===== config.mk =====
export PLATFORM = sky130hd
export DESIGN_NAME = mem_port_arbiter
export DESIGN_NICKNAME = d
export VERILOG_FILES = /design/src/rtl/mem_port_arbiter.sv
export SDC_FILE = /design/constraint.sdc
export NUM_CORES = 1
export LEC_CHECK = 0
export ABC_AREA = 1
export CELL_PAD_IN_SITES_DETAIL_PLACEMENT = 1
export CELL_PAD_IN_SITES_GLOBAL_PLACEMENT = 2
export CORE_MARGIN = 2
export CORE_UTILIZATION = 10
export DETAILED_ROUTE_END_ITERATION = 16
export PLACE_DENSITY = 0.79
export RECOVER_POWER = 25
export SETUP_SLACK_MARGIN = 0.05
export SLEW_MARGIN = 15
export SYNTH_ARGS = -nofsm -noshare
export SYNTH_HDL_FRONTEND = slang
export SYNTH_SLANG_ARGS = --single-unit

===== constraint.sdc =====
create_clock -name clk -period 3.3 [get_ports clk]
set_clock_uncertainty 0.2 [all_clocks]
set_input_delay 0.66 -clock clk [delete_from_list [all_inputs] [get_ports clk]]
set_output_delay 0.66 -clock clk [all_outputs]
set_load 0.03 [all_outputs]

===== src/rtl/mem_port_arbiter.sv =====
// Shares one single-port synchronous RAM between the fetch and data ports,
// diverting console-address stores to a byte stream with backpressure.
module mem_port_arbiter #(
    parameter int          ADDR_W   = 18,
    parameter bit          ARB_RR   = 1'b1,
    parameter logic [31:0] CON_ADDR = 32'h1000_0000
) (
    input  logic              clk,
    input  logic              reset,
    input  logic              i_valid,
    input  logic [31:0]       i_addr,
    output logic              i_ready,
    output logic [31:0]       i_rdata,
    input  logic              d_valid,
    input  logic [31:0]       d_addr,
    input  logic [31:0]       d_wdata,
    input  logic [3:0]        d_wstrb,
    input  logic [3:0]        d_rmask,
    output logic              d_ready,
    output logic [31:0]       d_rdata,
    output logic              ram_en,
    output logic [3:0]        ram_we,
    output logic [ADDR_W-3:0] ram_addr,
    output logic [31:0]       ram_wdata,
    input  logic [31:0]       ram_rdata,
    output logic              con_valid,
    output logic [7:0]        con_data,
    input  logic              con_ready,
    output logic              bus_err
);

    typedef enum logic [1:0] {IDLE, ACK_I, ACK_D, CON} state_e;

    state_e      state_q;
    logic        last_d_q;
    logic        d_rd_q;
    logic        bus_err_q;
    logic        con_valid_q;
    logic [7:0]  con_data_q;
    logic [3:0]  rmask_q;

    logic        idle;
    logic        gnt_i;
    logic        gnt_d;
    logic        d_st;
    logic        d_con;
    logic        d_ram_hit;
    logic        d_ram_acc;
    logic [31:0] lane_mask;

    assign idle      = (state_q == IDLE) && !reset;
    assign gnt_i     = idle && i_valid && (!d_valid || (ARB_RR && last_d_q));
    assign gnt_d     = idle && d_valid && !gnt_i;
    assign d_st      = |d_wstrb;
    assign d_con     = (d_addr == CON_ADDR);
    assign d_ram_hit = (d_addr[31:ADDR_W] == '0) && !d_con;
    assign d_ram_acc = gnt_d && d_ram_hit;

    assign ram_en    = gnt_i || d_ram_acc;
    assign ram_we    = d_ram_acc ? d_wstrb : 4'b0;
    assign ram_wdata = d_ram_acc ? d_wdata : 32'b0;
    assign ram_addr  = gnt_i     ? i_addr[ADDR_W-1:2] :
                       d_ram_acc ? d_addr[ADDR_W-1:2] : '0;

    assign lane_mask = {{8{rmask_q[3]}}, {8{rmask_q[2]}},
                        {8{rmask_q[1]}}, {8{rmask_q[0]}}};

    assign i_ready   = (state_q == ACK_I);
    assign i_rdata   = i_ready ? ram_rdata : 32'b0;
    assign d_ready   = (state_q == ACK_D) || ((state_q == CON) && con_ready);
    assign d_rdata   = ((state_q == ACK_D) && d_rd_q) ? (ram_rdata & lane_mask) : 32'b0;
    assign con_valid = con_valid_q;
    assign con_data  = con_data_q;
    assign bus_err   = bus_err_q;

    logic unused_bits;
    assign unused_bits = ^{i_addr[31:ADDR_W], i_addr[1:0], d_addr[1:0]};

    always_ff @(posedge clk or posedge reset) begin
        if (reset) begin
            state_q     <= IDLE;
            last_d_q    <= 1'b1;
            d_rd_q      <= 1'b0;
            bus_err_q   <= 1'b0;
            con_valid_q <= 1'b0;
            con_data_q  <= 8'h00;
            rmask_q     <= 4'h0;
        end else begin
            unique case (state_q)
                IDLE: begin
                    unique case (1'b1)
                        gnt_i: begin
                            state_q  <= ACK_I;
                            last_d_q <= 1'b0;
                        end
                        gnt_d: begin
                            last_d_q <= 1'b1;
                            rmask_q  <= d_rmask;
                            d_rd_q   <= d_ram_hit && !d_st;
                            unique case (1'b1)
                                d_con && d_st: begin
                                    con_valid_q <= 1'b1;
                                    con_data_q  <= d_wdata[7:0];
                                    state_q     <= CON;
                                end
                                d_con && !d_st: state_q <= ACK_D;
                                d_ram_hit:      state_q <= ACK_D;
                                default: begin
                                    bus_err_q <= 1'b1;
                                    state_q   <= ACK_D;
                                end
                            endcase
                        end
                        default: ;
                    endcase
                end
                ACK_I, ACK_D: state_q <= IDLE;
                CON: begin
                    if (con_ready) begin
                        con_valid_q <= 1'b0;
                        state_q     <= IDLE;
                    end
                end
            endcase
        end
    end

endmodule


==> reports/qor.csv <==
metric,value,unit
critPathCaptureType,primary output,
numPlacedInstances,922,
worstPathRequired,2440,ps
antenna_found_initial,0,
outcome,finished clean,
ys_ff_latch,18,
nets,802,
hold_class,flop to flop,
synthTopCellsByArea,"dfrtp_1 20%, nor2_1 19%, inv_1 18%",
synth.most_common_cell,nor2_1,
cp-start-kind,input port,
worstSkewPairLatency,250,ps
post-place-ws,40.9,ps
syn_to_final_growth,149,%
synth.top_cell.area_share,20.5,%
grt_usage,10.1,%
dr.pass1.iters,4,
grt_overflow_total,0,
cts.htree.levels,1,
cts.sinks,18,
syn_nets,533,
fmaxAchievable,316,MHz
grt_pass1_wl,17800,microns
route.detailed.drc,0,
synth_cell_types,27,
synth-async-reset-ratio,100,%
cts_buffers,3,
rows,52,
synth_top_area_cell,dfrtp_1,
die_area,0.0220,sq mm
ys.flop_type,dfrtp_1,
design.core.area,0.0203,sq mm
grt_max_degree,30,
ant_nets,0,
final_cells,930,
routed_via_density,3.56,
drt_iter0_drc,39,
cts_hold_buf,0,
yosys-top-cells-count,"105 x nor2_1, 101 x inv_1, 70 x nand2_1",
postLayoutCoreUtil,25.5,%
fin_setup_tns,0,ps
netlist_area,0.00208,sq mm
drive_above_1_share,15.8,%
hold_violations,0,
crit_type,input port to primary output,
clockBufferDepth,2,
routedWlPerCell,12.7,microns
syn-instance-count,392,
tightest_slew,1130,ps
antenna_cells,0,
finalSetupViolCount,0,
arrival,2310,ps
slew_violations,0,
period_share,96.0,%
ctsRootBufferMaster,clkbuf_16,
period_minus_slack,3170,ps
fp.dieW,148,microns
ioPinCount,270,
path_clk_slew,60,ps
num_vias,3314,
avgSynthCellArea,5.30,sq um
slew_headroom,24.7,%
hpwl,9980,microns
yosysWarnings,0,
grt_pass1_vias,3380,
cts_tree,yes,
synth_edf_count,0,
layout_setup_ws,132,ps
die_y,148,microns
power,1.60,mW
powerDensity,309,mW/mm^2
drt-total-wl,11900,microns
rsz0062_at_grt,true,
p_leak,2.52,nW
yosysSeqAreaShare,21.7,%
ir_drop,122,uV
gp_congestion,0.690,
io_buffers,253,
maxCapViolCount,0,
initial_utilization,10.2,%
crit_fanout,5,
-- placed cells by master (no fill, tap or decap), types with 3 or more instances in the layout --
cell | synthesis | final
o21ai_0 | 10 | 4
a21oi_1 | 3 | 3
dlygate4sd3_1 | 0 | 10
clkdlybuf4s50_1 | 0 | 190
buf_6 | 5 | 7
dfrtp_1 | 17 | 17
buf_12 | 0 | 10
clkbuf_16 | 0 | 3
buf_4 | 3 | 57
nand3_1 | 18 | 19
nand2_1 | 70 | 68
clkinv_1 | 3 | 3
nand4_1 | 10 | 10
nor2_2 | 2 | 10
nor3_1 | 25 | 25
nor2_1 | 105 | 97
inv_1 | 101 | 100
nand2_2 | 1 | 3
o21ai_1 | 0 | 6
-- metrics by stage --
step | hold slack [ps] | cell area (sq um)
floorplan | 242 | 2080
CTS | 274 | 5100
global placement | 254 | 5000
detailed placement | 258 | 5000
global route | 289 | 5190
finish | 264 | 5190
-- worst max-delay path, cell delays in order --
cell	delay [ps]
clkdlybuf4s50_1	400
inv_1	70
nand2_1	60
nor2_2	110
nand2_2	80
nor3_4	200
buf_6	160
nand2_4	110
buf_6	170
nor2_2	90
buf_4	170
-- kinds of logic (layout without fill, tap and decap cells) --
kind of cell	Yosys count	in the layout	share of synthesized area [%]
DFF	18	18	21.7
AOI/OAI and AO/OA	18	18	5.05
and+or+nand+nor	237	239	49.3
buffers and inverters	119	385	23.9
-- path summary, 6_finish.rpt --
kind | start | to | slack (ps) | cells after the start
setup / recovery | d_addr[18] | ram_wdata[15] | 130 | 11
hold / removal | con_data[6] | con_data[6] | 260 | 2
setup reg to reg | state_q[1] | con_data[7] | 1110 | 7
hold reg to reg | con_data[6] | con_data[6] | 260 | 2
max in group asynchronous | reset | rmask_q[0] | 1290 | 3
min in group asynchronous | reset | rmask_q[2] | 940 | 3
-- layout make-up --
type | count | area [sq um]
repair buffers | 277 | 2740
well taps | 270 | 338
flip-flops and latches | 18 | 452
multi-input cells | 257 | 1170
inverters | 104 | 390
clock buffers | 4 | 88.8
fillers | 2543 | 15100
-- power by group --
group          leakage, nW  internal [mW]  switching (mW)  total, mW
Combinational         2.24          0.439           0.596       1.04
Clock               0.0442          0.185          0.0932      0.278
Sequential           0.234          0.268          0.0228      0.291
Total                 2.52          0.892           0.712       1.60
-- metal layers --
metal | routed length [microns] | GRT usage [%] | up-vias | part of all wire (%)
li1 | - | - | 1691 | -
met1 | 4790 | 11.7 | 1470 | 40
met2 | 5960 | 18.8 | 149 | 50
met3 | 1050 | 2.61 | 4 | 8.9
met4 | 59 | 1.57 | 0 | 0.50
met5 | 0 | 0 | - | 0
-- sequential cells by signal (all words and copies together) (netlist names) --
name and flops:
bus_err 1, con_data 8, con_valid 1, d_rd_q 1, last_d_q 1, rmask_q 4, state_q 2
-- timing repair --
| action | in CTS | in global routing |
|---|---|---|
| endpoints found under the setup margin | 2 | 46 |
| cloned | 0 | 2 |
| pin swaps | 0 | 4 |
| endpoints found under the hold margin | 0 | 0 |
| resized for setup | 1 | 30 |
| buffers inserted | 0 | 3 |
(Power assumes the default switching activity.)
